==> config.mk <==
export PLATFORM = sky130hd
export DESIGN_NAME = seg_counter_mux_flat
export DESIGN_NICKNAME = d
export VERILOG_FILES = /design/src/rtl/seg_pkg.sv /design/src/rtl/seg_counter_mux_if.sv /design/src/rtl/seg_decoder.sv /design/src/rtl/seg_counter_mux.sv /design/src/flat_wrapper.sv
export SDC_FILE = /design/constraint.sdc
export NUM_CORES = 1
export LEC_CHECK = 0
export BUFFER_PORTS_ARGS = -buffer_cell sky130_fd_sc_hd__buf_2
export CELL_PAD_IN_SITES_DETAIL_PLACEMENT = 2
export CELL_PAD_IN_SITES_GLOBAL_PLACEMENT = 2
export CORE_ASPECT_RATIO = 1.5
export CORE_MARGIN = 5
export CORE_UTILIZATION = 37
export CTS_CLUSTER_SIZE = 28
export DETAILED_ROUTE_END_ITERATION = 6
export HOLD_SLACK_MARGIN = 0.1
export PLACE_DENSITY_LB_ADDON = 0.1
export RECOVER_POWER = 100
export SYNTH_ARGS = -nofsm -noshare
export SYNTH_HDL_FRONTEND = slang
export SYNTH_SLANG_ARGS = --single-unit
==> constraint.sdc <==
create_clock -name clk -period 3.6 [get_ports clk]
set_input_delay 0.36 -clock clk [delete_from_list [all_inputs] [get_ports clk]]
set_output_delay 0.36 -clock clk [all_outputs]
set_load 0.01 [all_outputs]
==> src/rtl/seg_pkg.sv <==
// seg_pkg: segment patterns (a..g,dp with a in bit 7) and the BCD digit type.
package seg_pkg;
  typedef logic [3:0] bcd_t;
  localparam logic [7:0] SEG_0 = 8'b11111100;
  localparam logic [7:0] SEG_1 = 8'b01100000;
  localparam logic [7:0] SEG_2 = 8'b11011010;
  localparam logic [7:0] SEG_3 = 8'b11110010;
  localparam logic [7:0] SEG_4 = 8'b01100110;
  localparam logic [7:0] SEG_5 = 8'b10110110;
  localparam logic [7:0] SEG_6 = 8'b10111110;
  localparam logic [7:0] SEG_7 = 8'b11100000;
  localparam logic [7:0] SEG_8 = 8'b11111110;
  localparam logic [7:0] SEG_9 = 8'b11100110;
  localparam logic [7:0] SEG_BLANK = 8'b00000000;
endpackage

==> src/rtl/seg_counter_mux_if.sv <==
// seg_counter_mux_if: counter control inputs and display/count outputs.
interface seg_counter_mux_if #(parameter int N_DIGITS = 4);
  logic count_en;
  logic up_dn;
  logic load;
  logic [4*N_DIGITS-1:0] load_val;
  logic [4*N_DIGITS-1:0] count_bcd;
  logic wrap;
  logic [7:0] seg;
  logic [N_DIGITS-1:0] an;
  modport master(output count_en, up_dn, load, load_val, input count_bcd, wrap, seg, an);
  modport slave(input count_en, up_dn, load, load_val, output count_bcd, wrap, seg, an);
endinterface

==> src/rtl/seg_decoder.sv <==
// seg_decoder: BCD digit to seven-segment pattern; non-decimal values go dark.
module seg_decoder
  import seg_pkg::*;
(
  input  bcd_t       d,
  output logic [7:0] seg
);
  always_comb begin
    case (d)
      4'd0:    seg = SEG_0;
      4'd1:    seg = SEG_1;
      4'd2:    seg = SEG_2;
      4'd3:    seg = SEG_3;
      4'd4:    seg = SEG_4;
      4'd5:    seg = SEG_5;
      4'd6:    seg = SEG_6;
      4'd7:    seg = SEG_7;
      4'd8:    seg = SEG_8;
      4'd9:    seg = SEG_9;
      default: seg = SEG_BLANK;
    endcase
  end
endmodule

==> src/rtl/seg_counter_mux.sv <==
// seg_counter_mux: prescaled BCD up/down counter with multiplexed 7-seg scan.
// Define SEG_LZB_EN to blank leading zero digits.
module seg_counter_mux
  import seg_pkg::*;
#(
  parameter int N_DIGITS = 4,
  parameter int TICK_DIV = 1000,
  parameter int SCAN_DIV = 16
) (
  input logic clk,
  input logic rst_n,
  seg_counter_mux_if.slave bus
);
  localparam int PW = $clog2(TICK_DIV + 1);
  localparam int SW = $clog2(SCAN_DIV + 1);
  localparam int IW = N_DIGITS > 1 ? $clog2(N_DIGITS) : 1;
  logic [PW-1:0] pre;
  logic [SW-1:0] sc;
  logic [IW-1:0] idx;
  logic [4*N_DIGITS-1:0] cnt, nxt, ld;
  logic tick, cy, wrap_r, adv, slot_end, blank;
  logic [7:0] seg_r, dec;
  logic [N_DIGITS-1:0] an_r;
  bcd_t sel;
  assign tick = bus.count_en && pre == PW'(TICK_DIV - 1);
  // cy carries (up) or borrows (down) from digit 0 upward; its final value flags wrap
  always_comb begin
    nxt = cnt;
    ld = bus.load_val;
    cy = 1'b1;
    for (int i = 0; i < N_DIGITS; i++) begin
      if (bus.load_val[4*i+:4] > 4'd9) ld[4*i+:4] = 4'd0;
      if (cy) nxt[4*i+:4] = bus.up_dn ? (cnt[4*i+:4] == 4'd9 ? 4'd0 : cnt[4*i+:4] + 4'd1)
                                      : (cnt[4*i+:4] == 4'd0 ? 4'd9 : cnt[4*i+:4] - 4'd1);
      cy = cy && (bus.up_dn ? cnt[4*i+:4] == 4'd9 : cnt[4*i+:4] == 4'd0);
    end
  end
  always_ff @(posedge clk or negedge rst_n) begin
    if (!rst_n) begin
      pre <= '0;
      cnt <= '0;
      wrap_r <= 1'b0;
    end else if (bus.load) begin
      pre <= '0;
      cnt <= ld;
      wrap_r <= 1'b0;
    end else begin
      pre <= tick ? '0 : pre + PW'(bus.count_en);
      if (tick) cnt <= nxt;
      wrap_r <= tick && cy;
    end
  end
  assign slot_end = sc == SW'(SCAN_DIV - 1);
  assign sel = cnt[{idx, 2'b00} +: 4];
`ifdef SEG_LZB_EN
  assign blank = idx != '0 && (cnt >> {idx, 2'b00}) == '0;
`else
  assign blank = 1'b0;
`endif
  seg_decoder u_dec (.d(sel), .seg(dec));
  // seg/an latch the new index one clock after it advances, so they change only at slot boundaries
  always_ff @(posedge clk or negedge rst_n) begin
    if (!rst_n) begin
      sc <= '0;
      idx <= '0;
      adv <= 1'b0;
      seg_r <= SEG_0;
      an_r <= N_DIGITS'(1);
    end else begin
      sc <= slot_end ? '0 : sc + SW'(1);
      adv <= slot_end;
      if (slot_end) idx <= idx == IW'(N_DIGITS - 1) ? '0 : idx + IW'(1);
      if (adv) begin
        an_r <= N_DIGITS'(1) << idx;
        seg_r <= blank ? SEG_BLANK : dec;
      end
    end
  end
  assign bus.count_bcd = cnt;
  assign bus.wrap = wrap_r;
  assign bus.seg = seg_r;
  assign bus.an = an_r;
endmodule

==> src/flat_wrapper.sv <==
// flat-port wrapper written by rule: the top's interface ports become plain ports
module seg_counter_mux_flat import seg_pkg::*;
#(
  parameter int N_DIGITS = 4,
  parameter int TICK_DIV = 1000,
  parameter int SCAN_DIV = 16
)
  (clk, rst_n, bus_count_en, bus_up_dn, bus_load, bus_load_val, bus_count_bcd, bus_wrap, bus_seg, bus_an);
  seg_counter_mux_if #(.N_DIGITS(N_DIGITS)) bus_i ();
  input logic clk;
  input logic rst_n;
  input wire logic [$bits(bus_i.count_en)-1:0] bus_count_en;
  input wire logic [$bits(bus_i.up_dn)-1:0] bus_up_dn;
  input wire logic [$bits(bus_i.load)-1:0] bus_load;
  input wire logic [$bits(bus_i.load_val)-1:0] bus_load_val;
  output wire logic [$bits(bus_i.count_bcd)-1:0] bus_count_bcd;
  output wire logic [$bits(bus_i.wrap)-1:0] bus_wrap;
  output wire logic [$bits(bus_i.seg)-1:0] bus_seg;
  output wire logic [$bits(bus_i.an)-1:0] bus_an;
  assign bus_i.count_en = bus_count_en;
  assign bus_i.up_dn = bus_up_dn;
  assign bus_i.load = bus_load;
  assign bus_i.load_val = bus_load_val;
  assign bus_count_bcd = bus_i.count_bcd;
  assign bus_wrap = bus_i.wrap;
  assign bus_seg = bus_i.seg;
  assign bus_an = bus_i.an;
  seg_counter_mux #(.N_DIGITS(N_DIGITS), .TICK_DIV(TICK_DIV), .SCAN_DIV(SCAN_DIV)) u_core (.clk(clk), .rst_n(rst_n), .bus(bus_i));
endmodule
==> flow_metrics.env <==
export IMPL_post_layout_minimum_cycle_time_ns=2.65
export IMPL_yosys_cell_types_count=56
export IMPL_io_pin_count=50
export IMPL_slew_limit_headroom=0.226
export IMPL_run_status="complete, no violations"
export IMPL_core_area_um2=8310
export IMPL_synth_enable_flop_cells=0
export IMPL_synthesis_to_layout_area_growth_pct=11.2
export IMPL_synth_seq_cells=46
export IMPL_track_usage=0.169
export IMPL_async_flop_share=1.00
export IMPL_rsz0062_at_grt="false"
export IMPL_post_route_period_util=0.737
export IMPL_antenna_found_initial=0
export IMPL_slew_violations=0
export IMPL_yosys_warnings=0
export IMPL_fmax_ghz=0.377
export IMPL_share_of_the_yosys_chip_area_belonging_to_registers=0.375
export IMPL_routedWlPerCell_um=17.5
export IMPL_synth_ff_type="dfrtp_1"
export IMPL_detail_route_drc_violations=0
export IMPL_grt_start_max_net_pins=36
export IMPL_first_pass_grt_wire_length_mm=14.1
export IMPL_worst_ep_arrival_time_ns=2.81
export IMPL_design_die_area_um2=10300
export IMPL_postRouteWirelength_mm=8.35
export IMPL_start_kind="flop"
export IMPL_clockRootBuffer="clkbuf_16"
export IMPL_holdCritPathClass="input port to flop"
export IMPL_vias_after_detailed_routing=2668
export IMPL_clkLatencyLatePin_ns=0.29
export IMPL_worstPathMaxFanout=10
export IMPL_design_final_nets=403
export IMPL_netlist_area_leader_share=0.315
export IMPL_post_synth_top_area_cell="dfrtp_1"
export IMPL_endpoint_kind="flop"
export IMPL_cts_sink_count=46
export IMPL_cts_htree_levels=2
export IMPL_power_per_standard_cell_area_nw_per_um2=378
export IMPL_pre_cts_ws_ns=1.34
export IMPL_globalplace_congestion=0.743
export IMPL_drt_pass1_iter_count=3
export IMPL_final_antenna_net_count=0
export IMPL_synthesis_instances=340
export IMPL_place_port_buffers=48
export IMPL_globalRoute_totalOverflow=0
export IMPL_cp_data_required_time_ns=3.75
export IMPL_place_detailed_hpwl_mm=6.23
export IMPL_worstMarginPinSlew_ns=1.15
export IMPL_critical_path_top_delay_family="simple AND/OR/NAND/NOR gates"
export IMPL_cts_resized=0
export IMPL_horiz_die_dim_um=84.7
export IMPL_via_per_inst=5.59
export IMPL_cts_tree="built"
export IMPL_slowest_delay_ns=1.07
export IMPL_start_util=0.373
export IMPL_clk_pin_slew_worst_paths_ns=0.07
export IMPL_finalPower_mw=1.30
export IMPL_finalSetupTns_ns=0
export IMPL_fraction_of_final_layout_cells_sized_beyond_drive_strength_1=0.138
export IMPL_postSynthAreaPerCell_um2=9.11
export IMPL_drv_cap=0
export IMPL_clk_buf_depth=2
export IMPL_num_cts_buffers=5
export IMPL_timing_worst_setup_path_type="flop to flop"
export IMPL_synth_area_leaders="dfrtp_1, dfstp_2, ha_1, o21ai_0, nor2_1"
export IMPL_finalWorstSetupSlack_ns=0.945
export IMPL_power_leakage_nw=1.41
export IMPL_fin_worst_hold_slack_ns=0.291
export IMPL_vias_in_the_first_global_route=2835
export IMPL_clock_skew_ns=0.00771
export IMPL_timing_final_setup_violations=0
export IMPL_cpMaxStageDelayCell="nor4_1"
export IMPL_timing_critical_path_buf_inv=0
export IMPL_cell_area_after_synthesis_um2=3100
export IMPL_n_antenna_cell=0
export IMPL_maximum_vdd_ir_drop_v=0.000183
export IMPL_synth_nets=374
export IMPL_finalHoldViolations=0
export IMPL_chain_of_cells_forming_the_critical_path="and4b_4, nand3_1, nor4_1, mux2i_1, o21ai_0"
export IMPL_drt_initial_drc_count=48
export IMPL_row_cnt=41
export IMPL_chip_height_um=122
==> metrics by stage <==
stage / cells / cell area [um2] / util
detailed placement: 468 / 3360 / 0.404
floorplan: 340 / 3100 / -
CTS: 477 / 3520 / 0.423
global placement: 468 / 3360 / 0.404
global route: 477 / 3440 / 0.414
finish: 477 / 3440 / 0.414
==> layer usage <==
metal	GRT usage	routed length (um)	vias up
met5	0	0	-
met4	0.0554	146	0
met3	0.0217	230	10
met2	0.313	4510	38
met1	0.199	3460	1352
li1	-	-	1268
==> cell usage after synthesis (all sizes together) (2+ instances only) <==
master,count
and3b,2
mux4,4
inv,16
o21a,4
dfrtp,39
o221ai,6
nand2b,7
a311o,2
dfstp,7
or3,4
a21boi,2
nor2b,6
a2bb2oi,2
nor3,6
nand4b,2
nor4,6
mux2i,8
nand3,19
and3,7
a2111oi,2
clkbuf,18
xor2,11
a21oi,16
nor2,28
nand3b,4
o21ai,33
xnor2,9
buf,10
ha,13
a31oi,5
mux2,6
nand2,16
o22ai,3
and4b,2
o32ai,3
==> registers in the layout, indices dropped and copies added (netlist names) <==
signal,flops
u_core.bus.count_bcd,16
u_core.pre,10
u_core.bus.seg,7
u_core.sc,5
u_core.bus.an,4
u_core.idx,2
u_core.adv,1
u_core.bus.wrap,1
==> cells in the final DEF, fill, tap and decap left out, types with 8 or more instances in the layout <==
cell type,n
clkbuf_1,28
o21ai_0,29
a21oi_1,16
nand2_1,16
ha_1,13
inv_1,16
nor2_1,28
dfrtp_1,39
xor2_1,11
xnor2_1,9
mux2i_1,8
buf_2,20
nand3_1,19
==> cell type report <==
| type | instances | area [um2] |
|---|---|---|
| timing repair buffer | 50 | 223 |
| sequential | 46 | 1160 |
| clock buffer | 5 | 125 |
| clock inverter | 3 | 21.3 |
| fill | 966 | 4870 |
| tap | 107 | 134 |
| inverter | 16 | 60.1 |
| multi-input combinational | 250 | 1720 |
==> logic make-up after synthesis <==
family,synth area share
AOI/OAI and AO/OA,0.166
xor gates and xnor gates,0.0566
adders and majority gates,0.0525
buffers and inverters,0.0574
DFF,0.375
muxes,0.0768
other,0.00121
and+or+nand+nor,0.215
==> path summary, 6_finish.rpt <==
check,from,endpoint,slack [ns],cells after the start
worst max-delay path,u_core.pre[4],u_core.bus.count_bcd[14],0.95,5
worst min-delay path,bus_load_val[14],u_core.bus.count_bcd[15],0.29,2
worst max register to register,u_core.pre[4],u_core.bus.count_bcd[14],0.95,5
worst min register to register,u_core.sc[0],u_core.sc[0],0.47,1
max in group asynchronous,rst_n,u_core.bus.an[0],1.89,3
min in group asynchronous,rst_n,u_core.bus.count_bcd[12],0.72,2
==> timing repair <==
item                                   in CTS  in global routing
setup endpoints to repair                   0                  0
hold buffers                                1                  0
endpoints found under the hold margin      15                  0
setup buffers                               0                  0
==> power by group <==
part,total (mW),internal (mW),switching [mW]
combinational,0.220,0.0956,0.125
clock,0.470,0.258,0.212
sequential,0.612,0.551,0.0606
total,1.30,0.905,0.397
Note: power is estimated with default switching activity, not from simulation.
